### src/rtl/hazard_stall_unit.sv
// ---------------------------------------------------------------------------
// hazard_stall_unit
//
// Producer-side hazard controller for a 5-stage MIPS pipeline. A shadow
// pipeline mirrors the destination register and remaining result latency
// (Tnew) of every in-flight writer in E, M and W. Each D-stage source is
// checked against these writers using its usage deadline (Tuse). A stall is
// raised when forwarding cannot deliver the value in time. The unit also
// owns the HI/LO (mult/div) busy counter.
//
// Parameters
//   MULT_CYCLES  latency of mult/multu
//   DIV_CYCLES   latency of div/divu (must fit the 4-bit counter, <= 15)
//
// Ports
//   clk, reset            clock, synchronous active-high reset
//   rs_D, rt_D            D-stage source register numbers
//   tuse_rs_D, tuse_rt_D  cycles until the source is consumed (3 = unused)
//   dst_D, tnew_D         D-stage destination (0 = none) and result latency
//   md_start_D, md_div_D  D-stage mult/div start, 1 = divide
//   md_use_D              D-stage mfhi/mflo/mthi/mtlo
//   stall                 freeze PC and F/D, bubble into D/E
//   ready_M, ready_W      forwarding valid qualifiers for M and W
//   dst_M, dst_W          destinations of the M and W shadow entries
//   md_busy               HI/LO counter nonzero
// ---------------------------------------------------------------------------
module hazard_stall_unit #(
    parameter int MULT_CYCLES = 5,
    parameter int DIV_CYCLES  = 10
) (
    input  logic       clk,
    input  logic       reset,
    input  logic [4:0] rs_D,
    input  logic [4:0] rt_D,
    input  logic [1:0] tuse_rs_D,
    input  logic [1:0] tuse_rt_D,
    input  logic [4:0] dst_D,
    input  logic [1:0] tnew_D,
    input  logic       md_start_D,
    input  logic       md_div_D,
    input  logic       md_use_D,
    output logic       stall,
    output logic       ready_M,
    output logic       ready_W,
    output logic [4:0] dst_M,
    output logic [4:0] dst_W,
    output logic       md_busy
);

    localparam logic [3:0] MULT_LOAD = 4'(MULT_CYCLES);
    localparam logic [3:0] DIV_LOAD  = 4'(DIV_CYCLES);

    // Shadow entries: p0 = E stage, p1 = M stage, p2 = W stage.
    logic [4:0] dst_e_p0;
    logic [1:0] tnew_e_p0;
    logic [4:0] dst_m_p1;
    logic [1:0] tnew_m_p1;
    logic [4:0] dst_w_p2;
    logic [3:0] md_cnt;

    logic rs_stall;
    logic rt_stall;
    logic md_stall;

    // Remaining latency shrinks by one per stage and bottoms out at zero.
    function automatic logic [1:0] sat_dec(input logic [1:0] x);
        return (x == 2'd0) ? 2'd0 : x - 2'd1;
    endfunction

    // The younger E writer masks an older M writer of the same register;
    // a W writer can always be forwarded, so it never stalls.
    function automatic logic src_stall(
        input logic [4:0] src,
        input logic [1:0] tuse,
        input logic [4:0] d_e,
        input logic [1:0] t_e,
        input logic [4:0] d_m,
        input logic [1:0] t_m
    );
        if (src == 5'd0 || tuse == 2'd3) return 1'b0;
        if (d_e == src) return t_e > tuse;
        if (d_m == src) return t_m > tuse;
        return 1'b0;
    endfunction

    always_comb begin
        rs_stall = src_stall(rs_D, tuse_rs_D, dst_e_p0, tnew_e_p0, dst_m_p1, tnew_m_p1);
        rt_stall = src_stall(rt_D, tuse_rt_D, dst_e_p0, tnew_e_p0, dst_m_p1, tnew_m_p1);
        md_stall = (md_start_D | md_use_D) & (md_cnt != 4'd0);
        stall    = rs_stall | rt_stall | md_stall;
        ready_M  = (dst_m_p1 != 5'd0) & (tnew_m_p1 == 2'd0);
        ready_W  = (dst_w_p2 != 5'd0);
        dst_M    = dst_m_p1;
        dst_W    = dst_w_p2;
        md_busy  = (md_cnt != 4'd0);
    end

    always_ff @(posedge clk) begin
        if (reset) begin
            dst_e_p0  <= 5'd0;
            tnew_e_p0 <= 2'd0;
            dst_m_p1  <= 5'd0;
            tnew_m_p1 <= 2'd0;
            dst_w_p2  <= 5'd0;
            md_cnt    <= 4'd0;
        end else begin
            // D -> E: a stall inserts a bubble that writes nothing.
            if (stall) begin
                dst_e_p0  <= 5'd0;
                tnew_e_p0 <= 2'd0;
            end else begin
                dst_e_p0  <= dst_D;
                tnew_e_p0 <= tnew_D;
            end
            // E -> M
            dst_m_p1  <= dst_e_p0;
            tnew_m_p1 <= sat_dec(tnew_e_p0);
            // M -> W
            dst_w_p2  <= dst_m_p1;
            // A stalled mult/div must not load; it loads when it advances.
            if (md_start_D && !stall)
                md_cnt <= md_div_D ? DIV_LOAD : MULT_LOAD;
            else if (md_cnt != 4'd0)
                md_cnt <= md_cnt - 4'd1;
        end
    end

endmodule

### config.mk
export PLATFORM = sky130hd
export DESIGN_NAME = hazard_stall_unit
export DESIGN_NICKNAME = d
export VERILOG_FILES = /design/src/rtl/hazard_stall_unit.sv
export SDC_FILE = /design/constraint.sdc
export NUM_CORES = 1
export LEC_CHECK = 0
export CAP_MARGIN = 10
export CORE_AREA = 2 2 59 61
export CTS_CLUSTER_DIAMETER = 50
export DETAILED_ROUTE_END_ITERATION = 12
export DIE_AREA = 0 0 61 63
export GPL_TIMING_DRIVEN = 0
export HOLD_SLACK_MARGIN = 0.12
export PLACE_DENSITY = 0.8
export SYNTH_ARGS = -nofsm -noshare
export SYNTH_HDL_FRONTEND = slang
export SYNTH_SLANG_ARGS = --single-unit
### constraint.sdc
create_clock -name clk -period 2.1 [get_ports clk]
set_input_delay 0.315 -clock clk [delete_from_list [all_inputs] [get_ports clk]]
set_output_delay 0.315 -clock clk [all_outputs]
set_load 0.02 [all_outputs]
==> out/summary.txt, run 1 <==
syn_area_per_cell -> 9.181 um2
Mapped Area -> 1276 um2
number of fill cells -> 297
Routed WL -> 3092 um
Fmax -> 0.3922 GHz
CP peak stage delay -> 500 ps
top cell type's share of synthesized area -> 0.3608
top cells by count, synth -> dfxtp_1, xnor2_1, nor2b_1
Final Skew -> 5.486 ps
clk buf depth -> 2
Critical-path top delay cell -> or4_4
all-layer global routing usage -> 0.1701
hold-fix buffers at CTS -> 0
hold crit path type -> in2reg
area growth from synthesis to final layout -> 47.65%
library cells used by synthesis -> 29
vias in the first global route -> 1172
core area -> 3232 um2
most common cell in the netlist -> dfxtp_1
Starting DRT DRC Count -> 99
full die area -> 3843 um2
initial antenna violation count -> 0
top cells by area, synth -> dfxtp_1, ha_1, xnor2_1, nor2b_1, xor2_1
# port buffers -> 38
Worst Setup Path Type -> reg2out
first-pass GRT wire length -> 4974 um
placed cell count -> 223
largest net degree at the start of global routing -> 14
Clock Sinks -> 23
Routability Congestion -> 0.7895
vias -> 1134
area of the multi-input gates -> 884.6 um2
simple-gate share of the synthesized area -> 0.2422
Finish-stage setup viols -> 12
main combinational cell family by area after synthesis -> simple AND/OR/NAND/NOR gates
Clock Root Buffer -> clkbuf_4
Placement Setup Slack -> -1156 ps
fin crit period -> 2550 ps
critical path peak fanout -> 3
CTS tree -> built
unrepaired setup endpoints after global routing -> true
worst vdd ir -> 0.0006072 V
status -> complete, but fails checks
worst path required time -> 1780 ps
Slew headroom -> 0.6869
Post-Synth XOR/XNOR Area -> 0.1510
Post-route DRC -> 0
FF+latch area -> 465.4 um2
Critical Path End Type -> primary output
Via density -> 4.930
Starting Density -> 0.3949
leakage -> 0.7579 nW
Clock H-tree levels -> 1
Post-Syn Nets -> 176
Synth async-reset ratio -> 0
Worst-path clk slew -> 130 ps
Rows -> 21
Synth area leader -> dfxtp_1
failing checks -> negative setup slack
Pins Over Slew Limit -> 0
Synth Area in Compound Gates -> 0.08431
CTS Buf Count -> 3
pwr dens -> 865.2 nW/um2
Arr. time, crit path -> 2230 ps
Synth Instances -> 139
IO Pins -> 40
setup ws final -> -449.7 ps
Tot Pwr -> 1.630 mW
Final Hold Fails -> 0
EDFF count, synth -> 0
Seq cells post-synth -> 23
Seq/Total Area, Yosys -> 0.3608
area of placed instances -> 1753 um2
CP startpoint kind -> register
diodes inserted -> 0
Tcrit/Tclk final -> 1.214
gr ovfl total -> 0
Worst-Skew Late Latency -> 300 ps
post-detail-place hpwl -> 2391 um
TritonRoute pass-1 iters -> 4
adder-cell area share of the yosys netlist -> 0.1078
drt wl/cell -> 13.44 um
multiplexer share of the synthesized area -> 0.01765
YS warnings -> 0
Die Wd -> 61 um
layout cells sized above 1 -> 0.1630
Max Cap Viol -> 0
Die Y -> 63 um
Routed Antenna Nets -> 0
critical path, cell by cell -> ha_4 > a21oi_2 > or4_4 > mux2_4 > o22a_4 > o21ai_2 > buf_6
Final Cell Area -> 1884 um2
top_reg_cell synth -> dfxtp_1
Layout Cells excl Fill -> 230
Layout Nets -> 222
Worst Tran Pin Value -> 469.6 ps
==> per-stage QoR <==
step	hold slack, ps	utilization	setup TNS [ps]
final	340.8	0.5830	-2567
after floorplan	392.1	-	0
after detailed placement	416.8	0.5424	-8682
after global routing	341.3	0.5830	-3481
after global placement	399.8	0.5424	-8094
after CTS	330.1	0.5765	-3359
==> state kept, by name, indices dropped and copies added, names as in the netlist <==
register	count
tnew_m_p1	2
tnew_e_p0	2
dst_W	5
dst_M	5
md_cnt	4
dst_e_p0	5
==> critical path: cells and delay by family, from the launching register on <==
kind,cells,cell delay (ps)
flip-flops,1,390
AND/OR/NAND/NOR,1,500
buffers and inverters,1,130
AO/OA/AOI/OAI,3,360
multiplexers,1,290
adder cells (fa/ha/maj),1,280
==> final timing paths <==
kind / from / end / slack, ps / depth (start not counted)
worst min register to register: tnew_e_p0[0]$_SDFF_PP0_ / tnew_m_p1[0]$_SDFF_PP0_ / 430 / 1
worst max-delay path: tnew_m_p1[1]$_SDFF_PP0_ / stall / -450 / 7
worst max register to register: tnew_m_p1[1]$_SDFF_PP0_ / md_cnt[1]$_SDFFE_PP0P_ / -260 / 8
worst min-delay path: reset / dst_W[4]$_SDFF_PP0_ / 340 / 2
==> cells in the final DEF (no fill, tap or decap), types with 2 or more instances in the layout <==
cell type and n:
nand3_1 2, xor2_1 8, o31ai_2 2, dfxtp_1 21, inv_1 7, dlygate4sd2_1 5
nor2b_1 12, dlymetal6s2s_1 4, o21ai_0 2, clkbuf_4 3, o21ai_1 2, nand2_1 6
a31o_1 2, and2_1 7, inv_2 2, or4_1 3, nor3b_4 3, mux2_4 2
clkdlybuf4s50_1 28, ha_1 7, buf_4 2, nand4_1 3, a21oi_1 3, ha_4 4
xnor2_1 14, nor2_1 7, nor3_1 7
==> metal layers <==
metal,track usage,up-vias,share of wire
li1,-,567,-
met1,0.1929,524,0.42
met2,0.2984,39,0.51
met3,0.03727,4,0.049
met4,0.06522,0,0.014
met5,0,-,0
==> area by class of cell <==
type | count | share of cell area
Clock buffer | 3 | 0.01195
Inverter | 10 | 0.02125
Multi-Input combinational cell | 105 | 0.4695
Timing Repair Buffer | 40 | 0.2125
Sequential cell | 23 | 0.2470
Buffer | 2 | 0.004648
Clock inverter | 1 | 0.002656
Tap cell | 46 | 0.03054
==> logic make-up (layout without fill, tap and decap cells) <==
| kind of cell | Yosys count | in the layout |
|---|---|---|
| buf+inv | 12 | 56 |
| mux | 2 | 2 |
| compound gates | 16 | 16 |
| flops | 23 | 23 |
| simple gates | 53 | 54 |
| fa+ha+maj | 11 | 11 |
| xor+xnor | 22 | 22 |
==> where the power goes <==
group | switching, mW | internal [mW]
Combinational | 0.396 | 0.426
Clock | 0.128 | 0.0710
Sequential | 0.0901 | 0.519
Total | 0.615 | 1.02
==> what timing repair did <==
action / 4_1_cts / 5_1_grt
setup endpoints to repair: 14 / 13
pin swaps: 11 / 2
gates resized for setup: 22 / 9
setup buffers: 3 / 1
gates cloned: 1 / 0
Note: power is estimated with default switching activity, not from simulation.
==> run 2: changes to the inputs <==
- CORE_AREA: 2 2 59 61 -> 2 2 70 52
- DIE_AREA: 0 0 61 63 -> 0 0 72 54
- PLACE_DENSITY: 0.8 -> 0.76
==> out/summary.txt, run 2 (synthesis results as in run 1) <==
core area -> 3311 um2 (+2.4%)
Clock H-tree levels -> 1 (unchanged)
# port buffers -> 38 (unchanged)
RR Endpoint -> md_cnt[1]$_SDFFE_PP0P_
reg-to-reg startpoint -> tnew_m_p1[1]$_SDFF_PP0_
Critical-path top delay cell -> or4_1
Worst R2R Path Depth -> 8 (unchanged)
fin crit period -> 2515 ps (-35.05 ps)
initial antenna violation count -> 0 (unchanged)
Via density -> 5.063 (+2.7%)
pwr dens -> 900.9 nW/um2 (+4.1%)
layout cells sized above 1 -> 0.1739 (+0.01087)
worst path required time -> 1780 ps (about the same)
post-detail-place hpwl -> 2481 um (+3.8%)
clk buf depth -> 2 (unchanged)
status -> complete, but fails checks
Reg2Reg Setup Slack -> -260 ps (about the same)
first-pass GRT wire length -> 5119 um (+2.9%)
IO Pins -> 40 (unchanged)
largest net degree at the start of global routing -> 15 (+1)
Slew headroom -> 0.6973 (+0.01037)
vias in the first global route -> 1130 (-3.6%)
Worst Setup Path Type -> reg2out
Worst-Skew Late Latency -> 260 ps (-40 ps)
TritonRoute pass-1 iters -> 4 (unchanged)
Worst Tran Pin Value -> 454.1 ps (-15.56 ps)
commonest non-fill, non-tap cells in the layout -> clkdlybuf4s50_1, dfxtp_1, xnor2_1, nor2b_1, xor2_1
Final Hold Fails -> 0 (unchanged)
worst vdd ir -> 0.0004173 V (-31%)
CP startpoint kind -> register
hold crit path type -> in2reg
Post-route DRC -> 0 (unchanged)
Clock Sinks -> 23 (unchanged)
Clock Root Buffer -> clkbuf_8
area of placed instances -> 1745 um2 (-0.43%)
vias -> 1134 (unchanged)
Fmax -> 0.3977 GHz (+1.4%)
Routability Congestion -> 0.8606 (+9.0%)
hold-fix buffers at CTS -> 0 (unchanged)
Worst-path clk slew -> 80 ps (-50 ps)
critical path, cell by cell -> ha_4 > a21oi_2 > or4_1 > mux2_4 > o22a_4 > o21ai_2 > buf_6
Rows -> 18 (-14%)
Final Util -> 0.5733 (-0.009725)
failing checks -> negative setup slack
Starting Density -> 0.3855 (-0.009402)
hold wc startpoint -> reset
critical path peak fanout -> 3 (unchanged)
Final Skew -> 4.475 ps (-1.010 ps)
area growth from synthesis to final layout -> 48.73%
Layout Nets -> 222 (unchanged)
Die Y -> 54 um (-14%)
drt wl/cell -> 14.00 um (+4.1%)
commonest non-fill, non-tap cell in the layout -> clkdlybuf4s50_1
all-layer global routing usage -> 0.1731 (+0.003011)
Finish-stage setup viols -> 12 (unchanged)
CTS Buf Count -> 3 (unchanged)
Pins Over Slew Limit -> 0 (unchanged)
Worst Hold Endpoint -> dst_W[1]$_SDFF_PP0_
Arr. time, crit path -> 2200 ps (-30 ps)
Routed WL -> 3136 um (+1.4%)
Critical Path End Type -> primary output
Routed Antenna Nets -> 0 (unchanged)
Hold Path Depth -> 2 (unchanged)
Tcrit/Tclk final -> 1.197 (-0.01669)
leakage -> 0.7637 nW (+0.77%)
Max Cap Viol -> 0 (unchanged)
CP peak stage delay -> 500 ps (about the same)
diodes inserted -> 0 (unchanged)
number of fill cells -> 274 (-7.7%)
Final Cell Area -> 1898 um2 (+0.73%)
setup ws final -> -414.7 ps (+35.05 ps)
gr ovfl total -> 0 (unchanged)
unrepaired setup endpoints after global routing -> true
Starting DRT DRC Count -> 34 (-66%)
Die Wd -> 72 um (+18%)
full die area -> 3888 um2 (+1.2%)
CTS tree -> built
-- run 2: changes by cell type in the layout (fill, tap and decap cells not counted), sizes merged --
cell	delta
clkinvlp	+1
clkinv	-1
clkdlybuf4s50	-2
dlygate4sd2	+2
-- run 2: power by group --
| part | internal, mW | switching (mW) | leakage [nW] |
|---|---|---|---|
| Combinational | 0.437 | 0.394 | 0.552 |
| Clock | 0.134 | 0.132 | 0.0217 |
| Sequential | 0.520 | 0.0931 | 0.190 |
-- run 2: what timing repair did --
action                                  4_1_cts  5_1_grt
endpoints found under the setup margin       13       12
pin swaps                                    14        9
setup buffers                                 3        0
resized for setup                            24       10
hold endpoints to repair                      0        0
cloned                                        1        0
-- run 2: final cells by class --
cell class | instances | area, um2 | area share
Clock inverter | 1 | 7.507 | 0.003955
Inverter | 10 | 40.04 | 0.02109
Sequential cell | 23 | 467.9 | 0.2465
Clock buffer | 3 | 41.29 | 0.02175
Multi-Input combinational cell | 105 | 884.6 | 0.4661
Timing Repair Buffer | 40 | 397.9 | 0.2096
Tap cell | 40 | 50.05 | 0.02637
Buffer | 2 | 8.758 | 0.004614
-- run 2: worst max-delay path by stage --
| stage | startpoint | slack, ps | depth (start not counted) | end |
|---|---|---|---|---|
| floorplan | tuse_rt_D[1] | 1 | 8 | md_cnt[3]$_SDFFE_PP0P_ |
| finish | tnew_m_p1[1]$_SDFF_PP0_ | -410 | 7 | stall |
| detailed placement | tuse_rs_D[1] | -1150 | 9 | stall |
| CTS | tnew_m_p1[1]$_SDFF_PP0_ | -430 | 7 | stall |
| global placement | tuse_rt_D[1] | -1130 | 9 | stall |
| global route | tnew_m_p1[1]$_SDFF_PP0_ | -460 | 7 | stall |
-- run 2: per-layer routing --
layer | GRT usage | routed length (um) | vias up | part of all wire
li1 | - | - | 566 | -
met1 | 0.2145 | 1449 | 533 | 0.46
met2 | 0.3086 | 1487 | 31 | 0.47
met3 | 0.03371 | 158 | 4 | 0.050
met4 | 0.05346 | 41 | 0 | 0.013
met5 | 0 | 0 | - | 0
-- run 2: critical path: cells and delay by family (launching register included) --
| kind | cells | cell delay, ps |
|---|---|---|
| adder cells (fa/ha/maj) | 1 | 280 |
| AND/OR/NAND/NOR | 1 | 500 |
| AO/OA/AOI/OAI | 3 | 360 |
| flip-flops | 1 | 370 |
| buffers and inverters | 1 | 130 |
| multiplexers | 1 | 290 |
-- run 2: through the flow --
stage / instances / hold WS [ps] / setup WS (ps) / setup TNS (ps) / power, mW
after CTS: 225 / 394.9 / -428.0 / -3833 / 1.709
after global routing: 224 / 413.9 / -460.6 / -3221 / 1.837
after detailed placement: 217 / 407.3 / -1153 / -8338 / 1.343
after floorplan: 139 / 392.1 / 1.282 / 0 / 1.077
final: 224 / 396.6 / -414.7 / -2723 / 1.710
after global placement: 217 / 400.1 / -1131 / -8173 / 1.304
==> run 3: changes to the inputs <==
- ABC_CLOCK_PERIOD_IN_PS: unset -> 2300
- CORE_AREA: 2 2 70 52 -> 2 2 69 51
- CTS_BUF_LIST: unset -> sky130_fd_sc_hd__clkbuf_2 sky130_fd_sc_hd__clkbuf_4 sky130_fd_sc_hd__clkbuf_8
- DIE_AREA: 0 0 72 54 -> 0 0 71 53
- PLACE_DENSITY: 0.76 -> 0.78
- clock period: 2.1 -> 2.3 ns (I/O delays scaled with it)
==> out/summary.txt, run 3 (synthesis results as in run 1) <==
status -> complete, but fails checks
failing checks -> negative setup slack
CP peak stage delay -> 480 ps (-20 ps)
IO Pins -> 40 (unchanged)
drt wl/cell -> 14.35 um (+2.5%)
Critical-path top delay cell -> clkdlybuf4s50_1
worst vdd ir -> 0.0006811 V (+63%)
buffer and inverter count on the worst path -> 2 (+1)
Worst-Skew Late Latency -> 270 ps (about the same)
critical path peak fanout -> 3 (unchanged)
Pins Over Slew Limit -> 0 (unchanged)
Placement Setup Slack -> -1187 ps (-33.76 ps)
Routed WL -> 3242 um (+3.4%)
Worst setup startpoint -> rt_D[2]
initial antenna violation count -> 0 (unchanged)
pwr dens -> 859.8 nW/um2 (-4.6%)
Routability Congestion -> 0.8959 (+4.1%)
unrepaired setup endpoints after global routing -> true
Finish-stage setup viols -> 12 (unchanged)
area growth from synthesis to final layout -> 49.41%
diodes inserted -> 0 (unchanged)
setup ws final -> -234.9 ps (+179.8 ps)
vias -> 1139 (+0.44%)
Critical Path End Type -> primary output
Routed Antenna Nets -> 0 (unchanged)
Worst Tran Pin Value -> 462.1 ps (+8.021 ps)
first-pass GRT wire length -> 5133 um (+0.27%)
layout cells sized above 1 -> 0.1649 (-0.009019)
CTS tree -> built
hold-fix buffers at CTS -> 0 (unchanged)
Die Y -> 53 um (-1.9%)
Worst Setup Path Type -> in2out
TritonRoute pass-1 iters -> 4 (unchanged)
clk buf depth -> 2 (unchanged)
core area -> 3084 um2 (-6.8%)
Worst-path clk slew -> 80 ps (about the same)
Layout Nets -> 226 (+1.8%)
all-layer global routing usage -> 0.1807 (+0.007643)
commonest non-fill, non-tap cell in the layout -> clkdlybuf4s50_1
Via density -> 5.040 (-0.45%)
Arr. time, crit path -> 2190 ps (about the same)
Die Wd -> 71 um (-1.4%)
commonest non-fill, non-tap cells in the layout -> clkdlybuf4s50_1, dfxtp_1, xnor2_1, dlygate4sd2_1, nor2b_1
area of placed instances -> 1708 um2 (-2.2%)
hold wc startpoint -> tnew_e_p0[0]$_SDFF_PP0_
full die area -> 3763 um2 (-3.2%)
placed cell count -> 215 (-0.92%)
Rows -> 17 (-1)
leakage -> 0.7550 nW (-1.1%)
CTS Buf Count -> 3 (unchanged)
Fmax -> 0.3945 GHz
gr ovfl total -> 0 (unchanged)
Starting DRT DRC Count -> 48 (+41%)
Final Skew -> 5.669 ps (+1.193 ps)
Final Cell Area -> 1907 um2 (+0.46%)
Post-route DRC -> 0 (unchanged)
critical path, cell by cell -> clkdlybuf4s50_1 > xor2_1 > or4_1 > mux2_4 > o22a_4 > o21ai_2 > buf_6
Tcrit/Tclk final -> 1.102
worst path required time -> 1960 ps (+180 ps)
Clock Sinks -> 23 (unchanged)
Slew headroom -> 0.6919 (-0.005347)
fin crit period -> 2535 ps
post-detail-place hpwl -> 2444 um (-1.5%)
Layout Cells excl Fill -> 226 (+0.89%)
vias in the first global route -> 1159 (+2.6%)
CP startpoint kind -> input port
largest net degree at the start of global routing -> 15 (unchanged)
hold crit path type -> reg2reg
Final Util -> 0.6183 (+0.04494)
CP delay by family, top -> buffers and inverters
# port buffers -> 38 (unchanged)
Clock Root Buffer -> clkbuf_8
Starting Density -> 0.4138 (+0.02831)
Max Cap Viol -> 0 (unchanged)
reg-to-reg startpoint -> tnew_m_p1[1]$_SDFF_PP0_
Clock H-tree levels -> 1 (unchanged)
Tot Pwr -> 1.640 mW (-4.1%)
Final Hold Fails -> 0 (unchanged)
[run 3: layout make-up]
class	count	area [um2]
multi-input cells	105	882.1
clock buffers	3	41.29
plain buffers	2	8.758
well taps	38	47.55
inverters	10	40.04
repair buffers	44	414.1
flip-flops and latches	23	465.4
fillers	249	1177
clock inverters	1	7.507
[run 3: through the flow]
| stage | setup TNS, ps | hold WS [ps] |
|---|---|---|
| after floorplan | 0 | 399.6 |
| after global placement | -7585 | 410.4 |
| after detailed placement | -8545 | 417.3 |
| after CTS | -262.6 | 404.9 |
| after global routing | -1916 | 429.6 |
| final | -1216 | 421.9 |
[run 3: routing by layer]
metal	vias to the layer above	track usage	share of wire
met5	-	0	0
met4	0	0.08805	0.027
met3	9	0.04000	0.080
met2	50	0.3131	0.46
met1	511	0.2149	0.43
li1	569	-	-
[run 3: final timing paths]
| check | endpoint | slack [ps] | cells past startpoint |
|---|---|---|---|
| max | stall | -230 | 7 |
| min | tnew_m_p1[0]$_SDFF_PP0_ | 420 | 1 |
| max reg2reg | md_cnt[1]$_SDFFE_PP0P_ | -200 | 9 |
| min reg2reg | tnew_m_p1[0]$_SDFF_PP0_ | 420 | 1 |
[run 3: repair_timing]
item	4_1_cts	5_1_grt
cloned	1	0
hold endpoints to repair	0	0
setup buffers	1	5
resized for setup	36	4
pin swaps	9	8
endpoints found under the setup margin	13	12
[run 3: power by group]
group	total [mW]	internal [mW]	switching (mW)
Clock	0.257	0.123	0.134
Combinational	0.823	0.438	0.385
Sequential	0.560	0.474	0.0860
Total	1.64	1.03	0.605
